--- src/rtl/clock_divider.sv ---
// Integer clock divider: produces a registered divided clock and a one-cycle
// tick per output period. Counting is gated by enable; reset is synchronous.
module clock_divider #(
    parameter int DIVISOR = 2,
    parameter int WIDTH   = 28
) (
    input  logic clock_in,
    input  logic reset_n,
    input  logic enable,
    output logic clock_out,
    output logic tick
);

    // Terminal count and high-phase length, sized to the counter.
    localparam logic [WIDTH-1:0] LAST = WIDTH'(DIVISOR - 1);
    localparam logic [WIDTH-1:0] HALF = WIDTH'(DIVISOR / 2);

    // Reject illegal parameterizations before any hardware is built.
    generate
        if (WIDTH < 1 || WIDTH > 62) begin : g_bad_width
            $fatal(1, "clock_divider: WIDTH=%0d out of supported range", WIDTH);
        end
        if (DIVISOR < 2 || 64'(DIVISOR) > ((64'd1 << WIDTH) - 64'd1)) begin : g_bad_div
            $fatal(1, "clock_divider: DIVISOR=%0d illegal for WIDTH=%0d", DIVISOR, WIDTH);
        end
    endgenerate

    logic [WIDTH-1:0] cnt;
    logic             at_last;

    assign at_last = (cnt == LAST);

    // Period counter: 0..DIVISOR-1, holds while disabled.
    always_ff @(posedge clock_in) begin
        if (!reset_n)
            cnt <= '0;
        else if (enable)
            cnt <= at_last ? '0 : cnt + WIDTH'(1);
    end

    // Divided clock: high for the first floor(DIVISOR/2) counts of each period.
    always_ff @(posedge clock_in) begin
        if (!reset_n)
            clock_out <= 1'b0;
        else if (enable)
            clock_out <= (cnt < HALF);
    end

    // Tick: one pulse on the edge that wraps the counter; cleared when idle.
    always_ff @(posedge clock_in) begin
        if (!reset_n)
            tick <= 1'b0;
        else
            tick <= enable & at_last;
    end

endmodule

--- config.mk ---
export PLATFORM = sky130hd
export DESIGN_NAME = clock_divider
export DESIGN_NICKNAME = d
export VERILOG_FILES = /design/src/rtl/clock_divider.sv
export SDC_FILE = /design/constraint.sdc
export NUM_CORES = 1
export LEC_CHECK = 0
export ABC_AREA = 1
export BUFFER_PORTS_ARGS = -buffer_cell sky130_fd_sc_hd__clkbuf_2
export CAP_MARGIN = 10
export CORE_ASPECT_RATIO = 1.5
export CORE_UTILIZATION = 61
export CTS_CLUSTER_SIZE = 25
export DETAILED_ROUTE_END_ITERATION = 12
export GPL_TIMING_DRIVEN = 0
export PLACE_DENSITY_LB_ADDON = 0.3
export SYNTH_ARGS = -nofsm -noshare
export SYNTH_HDL_FRONTEND = slang
export SYNTH_SLANG_ARGS = --single-unit
--- constraint.sdc ---
create_clock -name clock_in -period 1.94 [get_ports clock_in]
set_clock_uncertainty 0.2 [all_clocks]
set_input_delay 0 -clock clock_in [delete_from_list [all_inputs] [get_ports clock_in]]
set_output_delay 0 -clock clock_in [all_outputs]
set_load 0.05 [all_outputs]
### Word level (Yosys, flattened, before mapping)

Index checks and enable logic that the tools add are counted.

| word-level totals | value |
|---|---|
| word-level logic and storage cells | 8 |
| output and inout bits | 2 |
| input port bits | 3 |
| flip-flop bits (word level) | 30 |

| cells by class | value |
|---|---|
| equality and inequality tests | 1 |
| $add $sub $neg | 1 |
| magnitude comparators | 1 |
| muxes and demuxes | 1 |
| bitwise logic cells | 1 |

Operator list:

| operator | number |
|---|---|
| 28-bit by 1-bit adder with 28-bit output (second input constant) | 1 |
| 28-bit by 1-bit == test with 1-bit output (second input constant) | 1 |
| 28-bit by 1-bit less-than comparator with 1-bit output (second input constant) | 1 |
| 28-bit two-way mux | 1 |
| 1-bit AND | 1 |

### Logic depth before layout (Yosys ltp)

Gate-level depths: netlist of the first run.

| depth | value |
|---|---|
| depth in word-level cells | 2 |
| depth in mapped cells | 10 |
| mapped depth without buffers | 10 |

### Worst setup path after synthesis of the first run

No wires, ideal clock.

| timing | value |
|---|---|
| path kind | reg-to-reg |
| start point | register cnt[0] |
| end point | register cnt[20] |
| cell stages (with the launch flop) | 9 |
| library setup time | 118 ps |
| data required time | 1622 ps |
| buffers on the path | 0 |
| clock period less this slack | 1498 ps |
| arrival | 1180 ps |
| slack | 442 ps |
| path through | dfxtp_1 > ha_1 > inv_1 > nor2_4 > nand3_2 > nor2_2 > nand2_1 > nor3_1 > nor2_1 |

| on the way | value |
|---|---|
| longest elaborated chain between the ends | 2 |
| elaborated cells between the ends (all ways) | 3 |
| classes of those cells | 1 x add/sub; 1 x eq/ne; 1 x mux |

Ends and longest elaborated chain:

| element | RTL line | source |
|---|---|---|
| start: declaration | 28 | `logic [WIDTH-1:0] cnt;` |
| start signal: assignment | 38 | `cnt <= at_last ? '0 : cnt + WIDTH'(1);` |
| 28-bit by 1-bit adder with 28-bit output or 28-bit by 1-bit == test with 1-bit output (tied branches) | 38, 31 |  |
| 28-bit two-way mux * | 38 |  |

Mark *: on every way between the ends. The rest lies on a longest branch, timed or not.
A chain may end at the register's enable or synchronous reset.

### Worst setup path in the final report of the first run

| timing | value |
|---|---|
| start point | register cnt[0] |
| end point | register cnt[14] |

Same word-level chain as after synthesis.

==> metrics, run 1 <==
status completed; Hold Crit Depth 2; Synth Instances ~270; fraction of registers with async set/reset 0%; RSZ-0062 raised after global routing no; PwrDens between 600 and 700 nW/µm²; main area contributors after synthesis dfxtp_1, nand2_1, nor2_1; f_max between 0.5 and 0.6 GHz; DRT antenna net count 0; first-pass iteration count of the detailed router 4; number of instances in the placed design about 310; H-tree depth 2; fin crit share ~88%; Final min period around 1.7 ns; vias in the first global route 1495; FF-to-FF path depth 8; top cell type's share of synthesized area 34.5%; most frequent CP cell nand2_1; Setup Buffers After CTS 0; Die Footprint 3080 µm²; Slowest cell on crit path dfxtp_1; Root Driver clkbuf_8; cells along the critical path ha_1 > inv_1 > nor2_4 > nand3_2 > nor3_1 > nand2_1 > nand2_1 > nor2_1; leading register cell type out of synthesis dfxtp_1; Final Net Count between 200 and 300; Leak 0.811 nW; setup_tns 0 ns; setup slack after layout 0.241 ns; Crit path required time between 1.5 and 2 ns; slew at the pin closest to its max-slew limit 0.473 ns; syn_nets 278; GRT Util Overall approximately 29%; Cell Area, Synth 1740 µm²; Hold Violations, Final 0; num ports 5; post-DP HPWL around 2.8 mm; clk_lat worst skew between 0.2 and 0.3 ns; worst hold path class flip-flop to flip-flop; register bit total from synthesis 30; initial antenna violation count 0; CTS max path bufs 2; synthesized area per cell 6.40 µm²; n_diodes 0; wire per inst 11.7 µm; Bufs and invs on worst path 1; port bufs 3; Worst Setup Start Kind flip-flop; total CTS buffers 5; Starting DRT DRC Count 48; critical path class flip-flop to flip-flop; number of synthesized flops with an enable pin 0; core area about 2700 µm²; Die Wd approximately 46 µm; maximum capacitance violations 0; most area-hungry cell type in the Yosys netlist dfxtp_1; total wire length between 3 and 4 mm; Starting Density 64.4%; CP endpoint kind flip-flop; Placed Area roughly 1800 µm²; Final setup viols 0; Worst slew margin between 60 and 70%; first-pass GRT wire length 6.27 mm; synth unique cells 26; Syn-to-layout area delta 11.0%; Layout Cells excl Fill 322; Seq/Total Area, Yosys between 30% and 40%; Pwr Total around 1.3 mW; RePlAce Congestion between 0.8 and 0.9; Arr. time, crit path between 1.5 and 2 ns; worst-path fanout max 4; share of layout cells above drive strength 1 12.3%; Congestion Overflow GR 0; row count 23; Final Max Tran Viols 0; pre-CTS worst setup slack ~0.27 ns; YS warnings 0; die height between 60 and 70 µm; CTS Sinks 30; vias ~1600; post-route design area between 1500 and 2000 µm²; slowest cell delay on critical path 0.40 ns; post-DR vias/cell about 5.1; largest net degree at the start of global routing 11; peak supply drop 0.678 mV; CTS tree built; DRC Markers 0; crit-path leading delay family simple AND/OR/NAND/NOR gates; critical path depth 8; CTS clk-pin slew, worst paths ~0.06 ns
## final cells by class
type / instances / area, µm²
Multi-Input combinational cell: 210 / 1020
Fill cell: 249 / 772
Sequential cell: 30 / 601
Inverter: 30 / 113
Clock buffer: 8 / 110
Tap cell: 37 / 46.3
Timing Repair Buffer: 5 / 35.0
Buffer: 2 / 11.3
## layer usage
metal  vias to the layer above  part of all wire, %  GRT usage, %
li1                        862                    -             -
met1                       734                   41          30.4
met2                        24                   52          51.2
met3                        14                  3.2          6.68
met4                         0                  3.6          15.9
met5                         -                    0             0
## final timing paths
path	start	endpoint	slack (ns)
max	cnt[0]	cnt[14]	0.24
min reg2reg	clock_out	clock_out	0.29
min	clock_out	clock_out	0.29
max reg2reg	cnt[0]	cnt[14]	0.24
## through the flow
step / util, % / hold slack [ns]
finish: 71.5 / 0.286
floorplan: - / -0.0352
detailed placement: 66.7 / 0.107
global placement: 66.7 / 0.106
CTS: 71.5 / 0.289
global route: 71.5 / 0.300
## cell usage in the layout, fill, tap and decap left out, types with 3 or more instances in the layout
cell,netlist,routed
clkbuf_2,0,3
inv_2,4,4
clkbuf_8,0,8
nand2_1,70,70
nor2_2,7,7
xor2_1,6,6
inv_1,25,25
ha_1,3,3
nor2_1,68,68
dfxtp_1,30,30
nor3_1,4,4
o21ai_0,3,3
xnor2_1,4,4
nand4_1,3,3
nand3_1,20,20
nand2_2,3,3
nor2_4,5,5
a21oi_1,6,6
## worst min-delay path, cell delays in order, from the launching register on
cell	delay [ns]
dfxtp_1	0.31
nand2_1	0.06
a21oi_1	0.06
## flip-flops by register name, summed over array words and instances (netlist names)
| name | flops |
|---|---|
| clock_out | 1 |
| cnt | 28 |
| tick | 1 |
## report_power, final
part	leakage, nW	internal, mW	switching (mW)
clock	0.0575	0.358	0.238
sequential	0.242	0.623	0.00543
combinational	0.511	0.0215	0.0484
total	0.811	1.00	0.292
## repair_timing
| action | CTS | global route |
|---|---|---|
| endpoints found under the hold margin | 13 | 0 |
| hold buffers | 2 | 0 |
| gates resized for setup | 0 | 0 |
| endpoints found under the setup margin | 0 | 0 |
## kinds of logic (layout without fill, tap and decap cells)
| logic type | after synthesis | in the layout | synth area share (%) |
|---|---|---|---|
| adder cells (fa/ha/maj) | 3 | 3 | 2.16 |
| XOR/XNOR | 10 | 10 | 5.03 |
| flip-flops | 30 | 30 | 34.5 |
| AND/OR/NAND/NOR | 186 | 186 | 47.8 |
| buffers and inverters | 32 | 45 | 7.11 |
| AO/OA/AOI/OAI | 11 | 11 | 3.45 |
## cells in the mapped netlist, types with 2 or more instances
master / instances
inv_2: 4
xor2_1: 6
nor3_1: 4
ha_1: 3
dfxtp_1: 30
nand4_1: 3
nand3_1: 20
nor2_1: 68
a21oi_1: 6
nand3_2: 2
nand2_1: 70
xnor2_1: 4
o21ai_0: 3
inv_1: 25
nand2_2: 3
nor2_4: 5
nor2_2: 7
Power figures use the tool's default switching activity.
==> run 2, diff against run 1 <==
--- a/config.mk
+++ b/config.mk
@@ -9,11 +9,13 @@
 export BUFFER_PORTS_ARGS = -buffer_cell sky130_fd_sc_hd__clkbuf_2
 export CAP_MARGIN = 10
 export CORE_ASPECT_RATIO = 1.5
-export CORE_UTILIZATION = 61
+export CORE_UTILIZATION = 64
+export CTS_BUF_LIST = sky130_fd_sc_hd__clkbuf_8
 export CTS_CLUSTER_SIZE = 25
 export DETAILED_ROUTE_END_ITERATION = 12
 export GPL_TIMING_DRIVEN = 0
 export PLACE_DENSITY_LB_ADDON = 0.3
+export SETUP_SLACK_MARGIN = 0.4
 export SYNTH_ARGS = -nofsm -noshare
 export SYNTH_HDL_FRONTEND = slang
 export SYNTH_SLANG_ARGS = --single-unit
==> metrics, run 2 (synthesized netlist as in run 1, its figures left out) <==
sw frac about a quarter; DRT antenna net count 0; Clock power frac roughly two fifths; largest net degree at the start of global routing 11; Pwr Total between 1 and 1.5 mW; Die Wd 44.6 µm; top flop regs cnt (28), clock_out (1), tick (1); crit-path leading delay family simple AND/OR/NAND/NOR gates; Worst slew margin between 60% and 70%; PwrDens 573 nW/µm²; core area ~2500 µm²; Final setup viols 0; total wire length 5.79 mm; commonest non-fill, non-tap cells in the layout nand2_1, nor2_1, inv_1; Starting Density a little over two thirds; setup_tns 0 ns; cells along the critical path ha_4 > nand2_1 > nor2_2 > nand3_2 > nor2_2 > xnor2_1 > nor2_1; CTS tree built; Seq. cell area around 630 µm²; Final min period between 1.5 and 2 ns; CTS Sinks 30; Root Driver clkbuf_8; wire per inst 17.9 µm; peak supply drop a little under 0.7 mV; Final Max Tran Viols 0; f_max between 0.6 and 0.7 GHz; first-pass GRT wire length between 7 and 8 mm; post-DP HPWL 2.74 mm; row count 22; worst-path fanout max 3; vias between 1500 and 2000; routing usage on met1 between 30 and 40%; GRT Util Overall 35.5%; CP endpoint kind flip-flop; slowest cell delay on critical path 0.38 ns; met2 GRT Util about 63%; most frequent CP cell nor2_2; Die Footprint between 2000 and 3000 µm²; Leak approximately 0.89 nW; Syn-to-layout area delta 23.9%; port bufs 3; CTS clk-pin slew, worst paths ~0.06 ns; Congestion Overflow GR 0; setup slack after layout between 0.2 and 0.3 ns; Multi-input gate area 1200 µm²; n_diodes 0; fin util 86.2%; status completed; Crit path required time about 1.9 ns; H-tree depth 2; most common cell after layout, fill and taps aside nand2_1; met3 Use GR ~7.9%; maximum capacitance violations 0; worst hold path class flip-flop to flip-flop; DRC Markers 0; total CTS buffers 5; Arr. time, crit path 1.60 ns; Bufs and invs on worst path 0; Reg with most FFs cnt; Final Net Count approximately 300; post-DR vias/cell approximately 6; pre-CTS worst setup slack approximately 0.28 ns; Comb pwr share 8.0%; fin crit share between 80% and 90%; die height between 60 and 70 µm; Hold Violations, Final 0; slew at the pin closest to its max-slew limit 0.536 ns; register-to-register setup slack about 0.3 ns; first-pass iteration count of the detailed router 5; initial antenna violation count 0; Top Usage Layer GRT met2; RSZ-0062 raised after global routing yes; share of layout cells above drive strength 1 between 20% and 30%; num ports 5; Starting DRT DRC Count around 160; CTS max path bufs 2; clk_lat worst skew 0.29 ns; Slowest cell on crit path dfxtp_4; Fillers roughly 130; max reg flops 28; vias in the first global route 1721; sequential share of power between 50% and 60%; Int Power 920 µW; Psw about 320 µW; Worst Setup Start Kind flip-flop; critical path class flip-flop to flip-flop; RePlAce Congestion 0.844
==> run 2: layer usage <==
metal | vias to the layer above | wire (µm)
met5 | - | 0
met3 | 56 | 581
met2 | 158 | 2810
li1 | 871 | -
met4 | 0 | 469
met1 | 853 | 1940
==> run 2: what timing repair did <==
action | CTS | global route
endpoints found under the hold margin | 11 | 0
buffers inserted | 0 | 4
gates cloned | 0 | 1
pin swaps | 6 | 16
hold buffers | 2 | 0
resized for setup | 28 | 42
setup endpoints to repair | 16 | 25
==> run 2: worst min-delay path: cells and delay by family, from the launching register on <==
kind	cells	cell delay, ns
simple gates	1	0.10
compound gates	1	0.07
flops	1	0.32
==> run 2: metrics by stage <==
| step | hold WS, ns | instance area [µm²] | std cells |
|---|---|---|---|
| after floorplan | -0.0352 | 1740 | 272 |
| after global placement | 0.105 | 1800 | 311 |
| after detailed placement | 0.114 | 1800 | 311 |
| after CTS | 0.309 | 2000 | 319 |
| after global routing | 0.337 | 2160 | 324 |
| final | 0.332 | 2160 | 324 |
==> run 2: final timing paths <==
| kind | to | depth (start not counted) | start |
|---|---|---|---|
| setup / recovery | cnt[8] | 7 | cnt[1] |
| hold / removal | clock_out | 2 | clock_out |
| setup reg to reg | cnt[8] | 7 | cnt[1] |
| hold reg to reg | clock_out | 2 | clock_out |
==> run 2: power by group through the flow <==
stage,sequential (mW),clock (mW),combinational (mW)
4_1_cts,0.629,0.501,0.0745
6_report,0.628,0.510,0.0986
2_1_floorplan,0.650,0,0.0427
3_5_place_dp,0.642,0,0.0666
3_3_place_gp,0.642,0,0.0654
5_1_grt,0.628,0.544,0.100
==> run 2: area by class of cell <==
cell class	count	share of cell area, %
Tap cell	36	2.09
Clock buffer	6	3.83
Multi-Input combinational cell	211	55.7
Timing Repair Buffer	9	3.01
Buffer	2	0.522
Sequential cell	30	29.4
Inverter	30	5.45
==> run 3, diff against run 2 <==
--- a/config.mk
+++ b/config.mk
@@ -5,11 +5,11 @@
 export SDC_FILE = /design/constraint.sdc
 export NUM_CORES = 1
 export LEC_CHECK = 0
-export ABC_AREA = 1
+export ABC_AREA = 0
 export BUFFER_PORTS_ARGS = -buffer_cell sky130_fd_sc_hd__clkbuf_2
 export CAP_MARGIN = 10
 export CORE_ASPECT_RATIO = 1.5
-export CORE_UTILIZATION = 64
+export CORE_UTILIZATION = 57
 export CTS_BUF_LIST = sky130_fd_sc_hd__clkbuf_8
 export CTS_CLUSTER_SIZE = 25
 export DETAILED_ROUTE_END_ITERATION = 12
==> constraint.sdc (replaced) <==
create_clock -name clock_in -period 1.5 [get_ports clock_in]
set_clock_uncertainty 0.2 [all_clocks]
set_input_delay 0 -clock clock_in [delete_from_list [all_inputs] [get_ports clock_in]]
set_output_delay 0 -clock clock_in [all_outputs]
set_load 0.05 [all_outputs]
==> metrics, run 3 <==
Pwr Total around 1.7 mW; die height between 60 and 70 µm; post-DR vias/cell slightly below 8; Hold Violations, Final 0; Starting DRT DRC Count between 200 and 300; fraction of registers with async set/reset 0%; YS warnings 0; Leak about 0.83 nW; most frequent cell after synthesis dfxtp_1; register bit total from synthesis 30; Worst Setup Start Kind flip-flop; post-DP HPWL 2.56 mm; Final setup viols 29; vias in the first global route ~1800; row count 22; synthesized area per cell 8.37 µm²; num ports 5; syn_nets between 150 and 200; maximum capacitance violations 0; CP endpoint kind flip-flop; first-pass GRT wire length 9.39 mm; leading register cell type out of synthesis dfxtp_1; largest net degree at the start of global routing 11; total CTS buffers 5; top cell type's share of synthesized area 39.9%; most frequent cells after synthesis dfxtp_1, a21oi_1, nand3_1, nor2_1, or3_1; wire per inst approximately 29 µm; Final Net Count approximately 230; Crit path required time approximately 1.5 ns; Synth Instances 180; H-tree depth 2; pre-CTS worst setup slack -0.691 ns; f_max ~0.47 GHz; Seq/Total Area, Yosys between 30% and 40%; main area contributors after synthesis dfxtp_1, a21oi_1, or4_1; CTS clk-pin slew, worst paths roughly 0.070 ns; CTS tree built; Starting Density a little over 60%; Final Max Tran Viols 0; worst-path fanout max 5; commonest non-fill, non-tap cells in the layout buf_4, dfxtp_4, nand3_1, or3_1, dfxtp_2; RSZ-0062 raised after global routing yes; RePlAce Congestion around 0.86; Fillers between 60 and 70; Syn-to-layout area delta 55.5%; Die Footprint between 2000 and 3000 µm²; most common cell after layout, fill and taps aside buf_4; Congestion Overflow GR 0; max reg flops 28; DRC Markers 1; CTS max path bufs 2; number of synthesized flops with an enable pin 0; critical path class flip-flop to flip-flop; synth unique cells 28; CTS Sinks 30; clk_lat worst skew about 0.30 ns; Reg with most FFs cnt; most area-hungry cell type in the Yosys netlist dfxtp_1; status finished with violations; fin util a little over nine tenths; PwrDens about 720 nW/µm²; top flop regs cnt (28), clock_out (1), tick (1); Cell Area, Synth 1510 µm²; Die Wd ~44 µm; fin crit share 141%; core area around 2500 µm²; Worst slew margin slightly above 70%; port bufs 3; Arr. time, crit path 2.11 ns; vias 1990; Multi-input gate area roughly 1100 µm²; first-pass iteration count of the detailed router 11; share of layout cells above drive strength 1 50.9%; DRT antenna net count 0; Seq. cell area between 600 and 700 µm²; n_diodes 0; failing checks DRC, setup timing; total wire length about 7.3 mm; peak supply drop ~0.75 mV; Root Driver clkbuf_8; Final min period between 2 and 2.5 ns; initial antenna violation count 0; slew at the pin closest to its max-slew limit roughly 0.42 ns; setup slack after layout -0.613 ns; GRT Util Overall between 40% and 50%; worst hold path class primary input to flip-flop
## run 3: cell count changes in the layout (fill, tap and decap cells not counted), sizes merged, moves of 8 or more
| cell | before | now |
|---|---|---|
| nand2 | 73 | 9 |
| or3 | 0 | 10 |
| inv | 29 | 8 |
| nand3 | 22 | 13 |
| or4 | 0 | 10 |
| a21oi | 6 | 17 |
| o31ai | 0 | 8 |
| nor2 | 81 | 13 |
| buf | 5 | 40 |
## run 3: metrics by stage
| stage | hold WS [ns] | area [µm²] | TNS [ns] | std cells |
|---|---|---|---|---|
| 6_report | 0.00223 | 2340 | -15.86 | 252 |
| 5_1_grt | 0.0666 | 2340 | -17.40 | 252 |
| 4_1_cts | 0.00475 | 2140 | -10.75 | 242 |
| 3_5_place_dp | 0.0896 | 1670 | -17.10 | 207 |
| 3_3_place_gp | 0.0922 | 1670 | -16.40 | 207 |
| 2_1_floorplan | -0.0542 | 1630 | -8.14 | 180 |
## run 3: where the power goes
group / leakage [nW] / switching [mW] / internal, mW
combinational: 0.518 / 0.110 / 0.0821
sequential: 0.257 / 0.0132 / 0.789
clock: 0.0524 / 0.336 / 0.363
## run 3: area by class of cell
type                    count  share of cell area (%)
repair buffers             40                    14.6
clock inverters             2                   0.374
inverters                   7                    1.12
flip-flops and latches     30                    28.1
clock buffers               6                    3.53
well taps                  24                    1.28
plain buffers               9                    4.86
multi-input cells         134                    46.1
## run 3: timing repair
| action | 4_1_cts | 5_1_grt |
|---|---|---|
| buffers inserted | 22 | 10 |
| gates cloned | 4 | 0 |
| endpoints found under the setup margin | 31 | 31 |
| pin swaps | 10 | 14 |
| hold buffers | 1 | 0 |
| hold endpoints to repair | 8 | 0 |
| resized for setup | 37 | 39 |
## run 3: worst max-delay path, cell delays in order, from the launching register on
cell	delay (ns)
dfxtp_4	0.38
nand3_2	0.08
or4_4	0.58
buf_2	0.20
or3_1	0.36
a21oi_1	0.21
## run 3: path summary, 6_finish.rpt
kind / slack (ns) / from / cells after the start / endpoint
worst max-delay path: -0.61 / cnt[15] / 5 / cnt[17]
worst min-delay path: 0.002 / enable / 3 / cnt[1]
worst max register to register: -0.61 / cnt[15] / 5 / cnt[17]
worst min register to register: 0.32 / cnt[18] / 2 / cnt[18]
## run 3: layer usage
| metal | track usage, % | up-vias | routed length, µm |
|---|---|---|---|
| li1 | - | 763 | - |
| met1 | 45.1 | 889 | 2300 |
| met2 | 75.6 | 239 | 3290 |
| met3 | 13.9 | 99 | 927 |
| met4 | 47.3 | 0 | 820 |
| met5 | 4.44 | - | 0 |
## run 3: kinds of logic after synthesis
logic type,after synthesis,synth area share [%]
and+or+nand+nor,85,33.1
AOI/OAI and AO/OA,34,13.0
DFF,30,39.9
buffers and inverters,16,4.57
xor gates and xnor gates,11,6.40
adders and majority gates,3,2.49
muxes,1,0.664
